==> src/rtl/src_b_select_if.sv <==
// Decode-stage source-B select bus.
//   D_op    : decode-stage opcode (instr[31:26])
//   D_rs    : decode-stage second-source field (instr[20:16])
//   stall   : hold E_srcB
//   flush   : clear E_srcB to 0 (bubble)
//   d_srcB  : combinational source-B register index, 0 when B is not read
//   d_usesB : combinational, B is read and its index is non-zero
//   E_srcB  : execute-stage copy of d_srcB
// master drives the decode fields and controls; slave is the select block.
interface src_b_select_if #(
  parameter int unsigned OP_W  = 6,
  parameter int unsigned REG_W = 5
);
  logic [OP_W-1:0]  D_op;
  logic [REG_W-1:0] D_rs;
  logic             stall;
  logic             flush;
  logic [REG_W-1:0] d_srcB;
  logic             d_usesB;
  logic [REG_W-1:0] E_srcB;

  modport master (
    output D_op, D_rs, stall, flush,
    input  d_srcB, d_usesB, E_srcB
  );

  modport slave (
    input  D_op, D_rs, stall, flush,
    output d_srcB, d_usesB, E_srcB
  );
endinterface

==> src/rtl/src_b_select.sv <==
// Source-B register select for the decode stage of the pipelined MIPS core.
// Returns the rt field as the second source register index for opcodes that read it,
// otherwise 0, and registers that index into the execute stage for hazard/forwarding use.
//
// Ports:
//   clk : clock, all state updates on the rising edge
//   rst : synchronous active-high reset
//   bus : src_b_select_if.slave (D_op, D_rs, stall, flush in; d_srcB, d_usesB, E_srcB out)
//
// Build option:
//   SRCB_BRANCH_EN : when defined, BEQ and BNE also read source B.
module src_b_select #(
  parameter int unsigned OP_W  = 6,
  parameter int unsigned REG_W = 5
) (
  input logic            clk,
  input logic            rst,
  src_b_select_if.slave  bus
);

  localparam logic [OP_W-1:0] OpRop = OP_W'(6'b000000);
  localparam logic [OP_W-1:0] OpSw  = OP_W'(6'b101011);
  localparam logic [OP_W-1:0] OpSb  = OP_W'(6'b101000);
  localparam logic [OP_W-1:0] OpSh  = OP_W'(6'b101001);
`ifdef SRCB_BRANCH_EN
  localparam logic [OP_W-1:0] OpBeq = OP_W'(6'b000100);
  localparam logic [OP_W-1:0] OpBne = OP_W'(6'b000101);
`endif

  logic             reads_b;
  logic [REG_W-1:0] d_srcb;
  logic [REG_W-1:0] e_srcb_q;

  // Unlisted and undefined opcodes fall to the default so nothing X leaks downstream.
  always_comb begin
    reads_b = 1'b0;
    case (bus.D_op)
      OpRop, OpSw, OpSb, OpSh: reads_b = 1'b1;
`ifdef SRCB_BRANCH_EN
      OpBeq, OpBne:            reads_b = 1'b1;
`endif
      default:                 reads_b = 1'b0;
    endcase
  end

  always_comb begin
    d_srcb = '0;
    if (reads_b) begin
      d_srcb = bus.D_rs;
    end
  end

  // $0 is hardwired zero, so reading it can never create a hazard.
  assign bus.d_srcB  = d_srcb;
  assign bus.d_usesB = reads_b && (bus.D_rs != '0);

  // Priority: reset, then flush (bubble beats stall), then stall hold.
  always_ff @(posedge clk) begin
    if (rst) begin
      e_srcb_q <= '0;
    end else if (bus.flush) begin
      e_srcb_q <= '0;
    end else if (!bus.stall) begin
      e_srcb_q <= d_srcb;
    end
  end

  assign bus.E_srcB = e_srcb_q;

endmodule

==> src/flat_wrapper.sv <==
// flat-port wrapper written by rule: the top's interface ports become plain ports
module src_b_select_flat 
#(
  parameter int unsigned OP_W  = 6,
  parameter int unsigned REG_W = 5
)
  (clk, rst, bus_D_op, bus_D_rs, bus_stall, bus_flush, bus_d_srcB, bus_d_usesB, bus_E_srcB);
  src_b_select_if #(.OP_W(OP_W), .REG_W(REG_W)) bus_i ();
  input logic clk;
  input logic rst;
  input wire logic [$bits(bus_i.D_op)-1:0] bus_D_op;
  input wire logic [$bits(bus_i.D_rs)-1:0] bus_D_rs;
  input wire logic [$bits(bus_i.stall)-1:0] bus_stall;
  input wire logic [$bits(bus_i.flush)-1:0] bus_flush;
  output wire logic [$bits(bus_i.d_srcB)-1:0] bus_d_srcB;
  output wire logic [$bits(bus_i.d_usesB)-1:0] bus_d_usesB;
  output wire logic [$bits(bus_i.E_srcB)-1:0] bus_E_srcB;
  assign bus_i.D_op = bus_D_op;
  assign bus_i.D_rs = bus_D_rs;
  assign bus_i.stall = bus_stall;
  assign bus_i.flush = bus_flush;
  assign bus_d_srcB = bus_i.d_srcB;
  assign bus_d_usesB = bus_i.d_usesB;
  assign bus_E_srcB = bus_i.E_srcB;
  src_b_select #(.OP_W(OP_W), .REG_W(REG_W)) u_core (.clk(clk), .rst(rst), .bus(bus_i));
endmodule
==> config.mk <==
export PLATFORM = sky130hd
export DESIGN_NAME = src_b_select_flat
export DESIGN_NICKNAME = d
export VERILOG_FILES = /design/src/rtl/src_b_select_if.sv /design/src/rtl/src_b_select.sv /design/src/flat_wrapper.sv
export SDC_FILE = /design/constraint.sdc
export NUM_CORES = 1
export LEC_CHECK = 0
export CAP_MARGIN = 0
export CORE_AREA = 10 10 47 49
export DETAILED_ROUTE_END_ITERATION = 10
export DIE_AREA = 0 0 57 59
export RECOVER_POWER = 100
export SLEW_MARGIN = 0
export SYNTH_ARGS = -nofsm -noshare
export SYNTH_HDL_FRONTEND = slang
export SYNTH_SLANG_ARGS = --single-unit
export TNS_END_PERCENT = 20
==> constraint.sdc <==
create_clock -name clk -period 1.6 [get_ports clk]
set_input_delay 0.32 -clock clk [delete_from_list [all_inputs] [get_ports clk]]
set_output_delay 0.32 -clock clk [all_outputs]
set_load 0.05 [all_outputs]
## Word-level counts from Yosys, hierarchy flattened

Index checks and enable logic that the tools add are counted.

- Register bits: 5
- Input bits: 15
- Output and inout port bits: 11
- Word-level logic and storage cells: 11

- Equality and inequality tests: 3
- Multiplexer cells: 2
- Reduce and logical (&&, ||, !) cells: 5

Operator list:

| cell | count |
|---|---|
| $eq A6 B6 Y1 const B | 3 |
| $logic_not A6 Y1 | 1 |
| $mux W5 | 1 |
| $reduce_bool A5 Y1 | 1 |
| $reduce_or A4 Y1 | 1 |
| $reduce_or A2 Y1 | 1 |
| $logic_and A1 B1 Y1 | 1 |
| $mux W1 | 1 |

## Depth between registers and ports, before layout

Gate-level depths: netlist of the first run.

- Depth in word-level cells: 4
- Depth in mapped cells: 4
- Mapped depth without buffers: 4

## Worst setup path after synthesis of the first run

OpenSTA, ideal clock, no wires.

- Kind: input port to output port
- Start point: in bus_D_op[5]
- End point: out bus_d_usesB
- Data arrival time: 1,488 ps
- Setup slack: -208 ps
- Cell stages on the path: 4
- Path buffers: 0
- Cells stage by stage: nor4_2 > a31oi_1 > or3_4 > a21oi_2

- Cells in the longest elaborated chain, start to end: 4
- Elaborated cells between the ends (all ways): 7
- Classes of those cells: 3 x eq/ne; 1 x mux; 3 x reduce/logical

Ends and longest elaborated chain:

| item | line | text |
|---|---|---|
| start: declaration | flat_wrapper.sv:11 | `input wire logic [$bits(bus_i.D_op)-1:0] bus_D_op;` |
| $eq A6 B6 Y1 or $logic_not A6 Y1 (tied branches) | src_b_select.sv:37 | `case (bus.D_op)` |
| $reduce_or A4 Y1 * | src_b_select.sv:37 |  |
| $mux W1 * | src_b_select.sv:37 |  |
| $logic_and A1 B1 Y1 * | src_b_select.sv:55 | `assign bus.d_usesB = reads_b && (bus.D_rs != '0);` |
| end: declaration | flat_wrapper.sv:16 | `output wire logic [$bits(bus_i.d_usesB)-1:0] bus_d_usesB;` |

Mark *: on every way between the ends. The rest lies on a longest branch, timed or not.

## Worst setup path after layout of the first run

- Start point: in bus_D_op[3]
- End point: out bus_d_usesB

Same word-level chain as after synthesis.

==> results.py, run 1 <==
metrics = {
    "floorplanning": {
        "rows": 14,
        "start_util_pct": 21.70,
        "core_um2": 1401,
        "io_pins": 26,
        "full_die_area_um2": 3363,
        "die_width_um": 57,
        "die_height_um": 59,
    },
    "worst_setup_path": {
        "crit_path_max_fanout": 2,
        "criticalPathCategory": "input port to output port",
        "worstSetupStartpoint": "bus_D_op[3]",
        "type_of_destination_of_the_critical_path": "output port",
        "max_stage_delay_ps": 390,
        "crit_path_required_time_ps": 1280,
        "number_of_cells_on_the_worst_reg_to_reg_path": 2,
        "r2r-start": "u_core.bus.E_srcB[0]",
        "arrival_ps": 1440,
        "slowest_stage": "or3_4",
        "critPathLaunchType": "input port",
        "crit_path_cell_trace": "buf_6 -> nor4_2 -> a31oi_1 -> or3_4 -> a21oi_4 -> buf_12",
    },
    "power_and_ir_drop": {
        "p_leak_nw": 0.2674,
        "power_per_cell_area_nw_per_um2": 532.4,
        "vdd_drop_max_uv": 155.6,
    },
    "cts": {
        "clock_edge_transition_at_the_registers_on_the_reported_setup_and_hold_paths_ps": 40,
        "clock_sinks": 5,
        "cts-buffers-inserted": 3,
        "htree_levels": 1,
        "insertion_delay_ps": 230,
        "clock_tree.root_cell": "clkbuf_4",
        "tritoncts": "done",
        "clock_tree.buffer_depth": 2,
    },
    "synthesis": {
        "number_of_instances_in_the_synthesized_netlist": 35,
        "synth-seq-area-share_pct": 32.92,
        "cell_types_occupying_the_most_area_after_synthesis": "dfxtp_1 (33%), o21ai_2 (14%), nand3b_1 (12%)",
        "synth.avg_cell_area_um2": 8.687,
        "synth_seq_cells": 5,
        "syn-cell-area_um2": 304.0,
        "yosys.cell_types.count": 13,
        "synth_top_area_cell": "dfxtp_1",
        "synth_fp_nets": 50,
        "synth_top_area_share_pct": 32.92,
        "yosysWarnings": 0,
    },
    "place": {
        "place.port_buffers": 25,
        "finalWeightedCongestion": 0.6107,
        "place_hpwl_um": 923.5,
        "placed_area_um2": 670.6,
    },
    "timing": {
        "hold_viol": 0,
        "finalClockSkew_ps": 0,
        "setup_viol_count_final": 6,
        "max_slew_violations": 0,
        "layout_setup_ws_ps": -162.0,
        "tightestPinTransition_ps": 604.2,
        "layout_min_cycle_time_ps": 1762,
        "maxSlewHeadroom_pct": 59.89,
        "post-route-period-util_pct": 110.1,
        "fmax_mhz": 567.5,
        "unrepaired_setup_endpoints_after_global_routing": "true",
    },
    "final_layout": {
        "largest_reg_flops": 5,
        "final_common_cell": "clkdlybuf4s50_1",
        "finalNetCount": 86,
        "mostFrequentLayoutCells": "clkdlybuf4s50_1 (8), buf_4 (7), clkbuf_1 (6), buf_12 (6)",
        "area.growth.synth_to_final_pct": 128.0,
        "finalInstanceArea_um2": 693.2,
        "n_antenna_cell": 0,
        "drive_gt1_share_pct": 45.71,
        "finalCoreUtilization_pct": 49.46,
    },
    "drt": {
        "routedWlPerCell_um": 12.93,
        "drc": 0,
        "firstDrtPassIters": 4,
        "routed_wl_um": 1112,
        "detail_route.vias_per_cell": 4.442,
        "dr.first_iter.drc_count": 8,
        "detailroute.via_count": 382,
        "drt.antenna.violating_nets": 0,
    },
    "global_routing": {
        "grt_overflow_total": 0,
        "grt_antenna_before_repair": 0,
        "first_global_vias": 454,
        "grt_pass1_wl_um": 1890,
        "global_route.usage.total_pct": 7.205,
        "grt_max_degree": 11,
    },
    "status": {
        "status": "complete, but fails checks",
        "violations": "negative setup slack",
    },
    "job": {
        "cap_viol_max_count": 0,
    },
    "min_path": {
        "hold_path_startpoint": "u_core.bus.E_srcB[4]",
        "hp-class": "register to register",
        "whs_path_depth": 2,
    },
}
-- cell usage after synthesis --
library cell / n
and2_1: 5
dfxtp_1: 5
nand3_1: 5
nand3b_1: 5
o21ai_2: 5
nor2_1: 2
nor3_1: 2
a21oi_2: 1
a31oi_1: 1
buf_1: 1
nand2b_1: 1
nor4_2: 1
or3_4: 1
-- final cells by class --
| class | instances | area [um2] |
|---|---|---|
| Multi-Input combinational cell | 29 | 220.2 |
| Clock buffer | 4 | 26.28 |
| Sequential cell | 5 | 100.1 |
| Timing Repair Buffer | 32 | 326.6 |
| Fill cell | 156 | 708.2 |
| Tap cell | 16 | 20.02 |
-- metal layers --
metal | share of wire (%) | up-vias | global-route usage [%] | wire (um)
met2 | 37 | 24 | 9.302 | 416
met1 | 38 | 160 | 6.370 | 422
met3 | 25 | 0 | 8.155 | 273
met4 | 0 | 0 | 5.034 | 0
li1 | - | 198 | - | -
met5 | 0 | - | 0 | 0
-- where the power goes --
part / internal [mW] / switching, mW
Clock: 0.0939 / 0.0465
Combinational: 0.0587 / 0.0440
Sequential: 0.126 / 0.000235
Total: 0.278 / 0.0907
-- repair_timing --
| action | CTS | global route |
|---|---|---|
| pin swaps | 5 | 0 |
| setup endpoints to repair | 6 | 6 |
| gates resized for setup | 22 | 1 |
| setup buffers | 1 | 0 |
| hold buffers | 0 | 0 |
-- critical path: cells and delay by family --
kind | cells | cell delay (ps)
buf+inv | 2 | 240
compound gates | 2 | 220
simple gates | 2 | 650
-- kinds of logic after synthesis --
kind of cell,Yosys count,synth area share (%)
buffers and inverters,1,1.233
AO/OA/AOI/OAI,7,19.34
flip-flops,5,32.92
AND/OR/NAND/NOR,22,46.50
-- path summary, 6_finish.rpt --
| path | to | slack (ps) |
|---|---|---|
| max | bus_d_usesB | -160 |
| max reg2reg | u_core.bus.E_srcB[0] | 1050 |
| min reg2reg | u_core.bus.E_srcB[4] | 470 |
| min | u_core.bus.E_srcB[4] | 470 |
-- through the flow --
stage / hold WS [ps] / total power [mW] / setup TNS (ps) / std cells / setup WS (ps)
after floorplan: 488.5 / 0.1625 / -376.2 / 35 / -73.41
after global placement: 459.4 / 0.2299 / -3589 / 81 / -456.8
after detailed placement: 468.3 / 0.2304 / -3725 / 81 / -468.5
after CTS: 474.3 / 0.3760 / -344.2 / 86 / -153.7
after global routing: 496.6 / 0.4003 / -752.5 / 86 / -204.5
final: 469.3 / 0.3690 / -426.2 / 86 / -162.0
No activity file was read; power rests on OpenSTA's default activity.
==> run 2, diff against run 1 <==
SLEW_MARGIN = 20   (was 0)
clock period = 2 ns   (was 1.6 ns; I/O delays follow)
==> run 2 against run 1 <==
Against the previous run:
- the run now ends clean
- setup slack better by 210 ps
- first-iteration DRC count is 63% lower
- global-route usage is 0.11 points lower
- register-to-register slack better by 380 ps
- sequential power is 20% lower
- clock-buffer cell count stayed put
- highest routed layer unchanged
==> results.py, run 2 (synthesis results as in run 1) <==
metrics = {
    "status": {
        "status": "complete, no violations",
    },
    "global_routing": {
        "grt_antenna_before_repair": 0,
        "first_global_vias": 409,
        "grt_max_degree": 11,
        "grt_overflow_total": 0,
        "global_route.usage.total_pct": 7.090,
        "grt_pass1_wl_um": 1849,
    },
    "drt": {
        "detailroute.via_count": 379,
        "drc": 0,
        "detail_route.vias_per_cell": 4.622,
        "routed_wl_um": 1089,
        "drt.antenna.violating_nets": 0,
        "firstDrtPassIters": 4,
        "routedWlPerCell_um": 13.28,
        "dr.first_iter.drc_count": 3,
    },
    "final_layout": {
        "finalNetCount": 82,
        "drive_gt1_share_pct": 31.82,
        "n_antenna_cell": 0,
        "largest_reg_flops": 5,
        "area.growth.synth_to_final_pct": 122.6,
        "finalCoreUtilization_pct": 48.30,
        "n_fill_cell": 156,
        "finalInstanceArea_um2": 676.9,
        "multi_input_comb_area_um2": 202.7,
        "seqCellArea_um2": 100.1,
        "mostFrequentLayoutCells": "clkdlybuf4s50_1 (10), buf_12 (6)",
        "final_common_cell": "clkdlybuf4s50_1",
    },
    "power_and_ir_drop": {
        "sw_frac_of_total_pct": 26.31,
        "sequential_share_of_power_pct": 34.1,
        "p_leak_nw": 0.2634,
        "p_int_mw": 0.2174,
        "vdd_drop_max_uv": 160.0,
        "pwr-share-comb_pct": 25.3,
        "power_per_cell_area_nw_per_um2": 435.9,
        "total_switching_power_mw": 0.07762,
        "clock_power_share_pct": 40.6,
    },
    "worst_setup_path": {
        "crit_path_required_time_ps": 1600,
        "critical-path-top-delay-family": "simple AND/OR/NAND/NOR gates",
        "max_stage_delay_ps": 360,
        "criticalPathCategory": "input port to output port",
        "type_of_destination_of_the_critical_path": "output port",
        "arrival_ps": 1550,
        "rrSetupSlack_ps": 1430,
        "cp_num_buf_inv": 2,
        "critPathLaunchType": "input port",
        "slowest_stage": "or3_4",
        "crit_path_cell_trace": "clkdlybuf4s15_2 -> nor4_2 -> a31oi_1 -> or3_4 -> a21oi_4 -> buf_12",
        "crit_path_max_fanout": 2,
    },
    "cts": {
        "cts-buffers-inserted": 3,
        "htree_levels": 1,
        "clock_tree.buffer_depth": 2,
        "post_cts_buffers": 0,
        "clock_sinks": 5,
        "clock_tree.root_cell": "clkbuf_4",
        "cts-hold-fix-buffers": 0,
        "insertion_delay_ps": 240,
        "clock_edge_transition_at_the_registers_on_the_reported_setup_and_hold_paths_ps": 40,
        "tritoncts": "done",
    },
    "floorplanning": {
        "start_util_pct": 21.70,
        "io_pins": 26,
        "full_die_area_um2": 3363,
        "core_um2": 1401,
        "rows": 14,
        "die_height_um": 59,
        "die_width_um": 57,
    },
    "timing": {
        "finalClockSkew_ps": 0,
        "unrepaired_setup_endpoints_after_global_routing": "true",
        "post-route-period-util_pct": 97.65,
        "tightestPinTransition_ps": 511.9,
        "setup_viol_count_final": 0,
        "maxSlewHeadroom_pct": 65.76,
        "layout_min_cycle_time_ps": 1953,
        "hold_viol": 0,
        "max_slew_violations": 0,
        "fmax_mhz": 512.0,
    },
    "place": {
        "finalWeightedCongestion": 0.6703,
        "place_hpwl_um": 923.1,
        "placed_area_um2": 653.1,
        "place.port_buffers": 25,
    },
    "min_path": {
        "hp-class": "register to register",
    },
    "job": {
        "cap_viol_max_count": 0,
    },
}
[run 2: changes by cell type in the layout (fill, tap and decap cells not counted)]
cell,before,now
clkbuf_1,6,1
dlygate4sd3_1,0,5
and2_1,0,4
and2_4,5,1
buf_4,7,3
buf_6,2,0
clkdlybuf4s50_1,8,10
o21ai_0,0,2
o21ai_2,5,3
clkdlybuf4s15_2,0,1
dlygate4sd2_1,2,1
[run 2: final timing paths]
check,start,endpoint,cells after the start
hold / removal,u_core.bus.E_srcB[4],u_core.bus.E_srcB[4],2
setup reg to reg,u_core.bus.E_srcB[0],u_core.bus.E_srcB[0],2
hold reg to reg,u_core.bus.E_srcB[4],u_core.bus.E_srcB[4],2
setup / recovery,bus_D_op[0],bus_d_usesB,6
[run 2: cell type report]
class | count | area share (%)
clock buffer | 4 | 3.882
multi-input combinational | 29 | 29.94
sequential | 5 | 14.79
tap | 16 | 2.957
timing repair buffer | 28 | 48.43
[run 2: through the flow]
step | instances | setup WS (ps) | setup TNS [ps] | total power [mW] | hold slack (ps)
6_report | 82 | 46.93 | 0 | 0.2950 | 462.8
5_1_grt | 82 | -28.50 | -107.9 | 0.3101 | 493.0
4_1_cts | 82 | 1.509 | 0 | 0.3018 | 469.1
3_5_place_dp | 78 | -257.5 | -1239 | 0.1794 | 463.1
3_3_place_gp | 78 | -227.3 | -1117 | 0.1789 | 457.7
2_1_floorplan | 35 | 31.95 | 0 | 0.1288 | 568.5
[run 2: power groups by stage]
stage               sequential, mW  clock (mW)  combinational, mW
floorplan                    0.104           0             0.0249
detailed placement           0.102           0             0.0769
CTS                          0.101       0.126             0.0757
global route                 0.100       0.130             0.0795
global placement             0.102           0             0.0765
finish                       0.101       0.120             0.0747
[run 2: tightest hold or removal path, stage by stage (launching register included)]
cell,delay (ps)
dfxtp_1,300
nand3_1,70
o21ai_2,50
[run 2: layer usage]
metal  wire [um]  track usage (%)
met5           0                0
met2         458            8.992
met4           0            7.047
met3         204            6.652
met1         426            6.421
[run 2: timing repair]
item	in CTS	in global routing
pin swaps	2	1
endpoints found under the hold margin	0	0
setup endpoints to repair	6	6
gates resized for setup	11	1
==> run 3, diff against run 2 <==
RECOVER_POWER = 50   (was 100)
==> run 3 against run 2 <==
Against the previous run:
- sequential power is essentially flat
- design area stayed put
- via count shrank 0.26%
- maximum frequency stayed put
- largest power group unchanged
- first-iteration DRC count stayed put
- combinational power barely moved
- non-clock buffer count stayed put
- clock skew unchanged
==> results.py, run 3 (synthesis results as in run 1) <==
metrics = {
    "status": {
        "status": "complete, no violations",
    },
    "cts": {
        "clock_tree.buffer_depth": 2,
        "cts-buffers-inserted": 3,
        "clock_edge_transition_at_the_registers_on_the_reported_setup_and_hold_paths_ps": 40,
        "htree_levels": 1,
        "tritoncts": "done",
        "clock_sinks": 5,
        "insertion_delay_ps": 240,
        "clock_tree.root_cell": "clkbuf_4",
    },
    "final_layout": {
        "finalInstanceArea_um2": 676.9,
        "largest_reg_flops": 5,
        "mostFrequentLayoutCells": "clkdlybuf4s50_1 (15), buf_12 (6), nand3b_1 (5), nand3_1 (5), dfxtp_1 (5)",
        "area.growth.synth_to_final_pct": 122.6,
        "finalNetCount": 82,
        "final_common_cell": "clkdlybuf4s50_1",
        "instances_no_fill": 82,
        "drive_gt1_share_pct": 31.82,
        "n_antenna_cell": 0,
    },
    "worst_setup_path": {
        "crit_path_required_time_ps": 1600,
        "critical-path-top-delay-family": "simple AND/OR/NAND/NOR gates",
        "criticalPathCategory": "input port to output port",
        "critPathLaunchType": "input port",
        "type_of_destination_of_the_critical_path": "output port",
        "slowest_stage": "or3_4",
        "crit_path_max_fanout": 2,
        "rrSetupSlack_ps": 1430,
        "crit_path_cell_trace": "clkdlybuf4s15_2 -> nor4_2 -> a31oi_1 -> or3_4 -> a21oi_4 -> buf_12",
        "cp_num_buf_inv": 2,
        "arrival_ps": 1550,
        "max_stage_delay_ps": 360,
    },
    "timing": {
        "max_slew_violations": 0,
        "maxSlewHeadroom_pct": 66.24,
        "fmax_mhz": 512.0,
        "post-route-period-util_pct": 97.65,
        "layout_min_cycle_time_ps": 1953,
        "setup_viol_count_final": 0,
        "tightestPinTransition_ps": 504.8,
        "finalClockSkew_ps": 0,
        "hold_viol": 0,
        "unrepaired_setup_endpoints_after_global_routing": "true",
        "tns_ps": 0,
    },
    "drt": {
        "routed_wl_um": 1091,
        "detail_route.vias_per_cell": 4.610,
        "dr.first_iter.drc_count": 3,
        "detailroute.wirelength.met2_um": 458,
        "firstDrtPassIters": 4,
        "met3_length_um": 204,
        "drc": 0,
        "dr.max_layer_used": "met3",
        "wirelength_met1_um": 428,
        "routedWlPerCell_um": 13.30,
        "detailroute.via_count": 378,
        "drt.antenna.violating_nets": 0,
    },
    "job": {
        "cap_viol_max_count": 0,
    },
    "floorplanning": {
        "full_die_area_um2": 3363,
        "rows": 14,
        "core_um2": 1401,
        "start_util_pct": 21.70,
        "die_width_um": 57,
        "die_height_um": 59,
        "io_pins": 26,
    },
    "place": {
        "place.port_buffers": 25,
        "place_hpwl_um": 923.1,
        "dp.cells": 78,
        "finalWeightedCongestion": 0.6703,
        "placed_area_um2": 653.1,
    },
    "global_routing": {
        "grt_max_degree": 11,
        "grt_overflow_total": 0,
        "first_global_vias": 409,
        "grt_pass1_wl_um": 1849,
        "grt_antenna_before_repair": 0,
        "global_route.usage.total_pct": 7.090,
    },
    "min_path": {
        "hp-class": "register to register",
    },
    "power_and_ir_drop": {
        "p_leak_nw": 0.2456,
        "power_per_cell_area_nw_per_um2": 436.1,
        "vdd_drop_max_uv": 160.0,
    },
}
-- run 3: per-stage QoR --
stage | hold WS (ps) | utilization, % | worst slack (ps) | total power [mW]
after floorplan | 568.5 | - | 31.95 | 0.1288
after global placement | 457.7 | 46.61 | -227.3 | 0.1789
after detailed placement | 463.1 | 46.61 | -257.5 | 0.1794
after CTS | 469.1 | 48.66 | 1.509 | 0.3018
after global routing | 495.6 | 48.30 | -28.50 | 0.3102
final | 466.1 | 48.30 | 46.93 | 0.2952
-- run 3: worst paths after layout --
kind              cells past startpoint              endpoint            startpoint
setup / recovery                      6           bus_d_usesB           bus_D_op[0]
hold reg to reg                       2  u_core.bus.E_srcB[4]  u_core.bus.E_srcB[4]
setup reg to reg                      2  u_core.bus.E_srcB[0]  u_core.bus.E_srcB[0]
hold / removal                        2  u_core.bus.E_srcB[4]  u_core.bus.E_srcB[4]
-- run 3: metal layers --
layer,up-vias,global-route usage (%)
li1,189,-
met4,0,7.047
met5,-,0
met1,170,6.421
met2,19,8.992
met3,0,6.652
-- run 3: final cells by class --
type / instances / area, um2
Fill cell: 156 / 724.4
Timing Repair Buffer: 28 / 327.8
Multi-Input combinational cell: 29 / 202.7
Sequential cell: 5 / 100.1
Clock buffer: 4 / 26.28
Tap cell: 16 / 20.02
-- run 3: timing repair --
| item | in CTS | in global routing |
|---|---|---|
| hold buffers | 0 | 0 |
| endpoints found under the setup margin | 6 | 6 |
| pin swaps | 2 | 1 |
| setup buffers | 0 | 0 |
| gates resized for setup | 11 | 1 |
| hold endpoints to repair | 0 | 0 |
-- run 3: power by group --
| group | internal, mW | switching (mW) | total (mW) |
|---|---|---|---|
| Combinational | 0.0416 | 0.0333 | 0.0749 |
| Clock | 0.0756 | 0.0441 | 0.120 |
| Sequential | 0.100 | 0.000191 | 0.101 |
| Total | 0.218 | 0.0776 | 0.295 |
-- run 3: worst register-to-register path, delay by kind of cell, from the launching register on --
family          cells  cell delay (ps)
flops               1              300
compound gates      1               80
simple gates        1               70
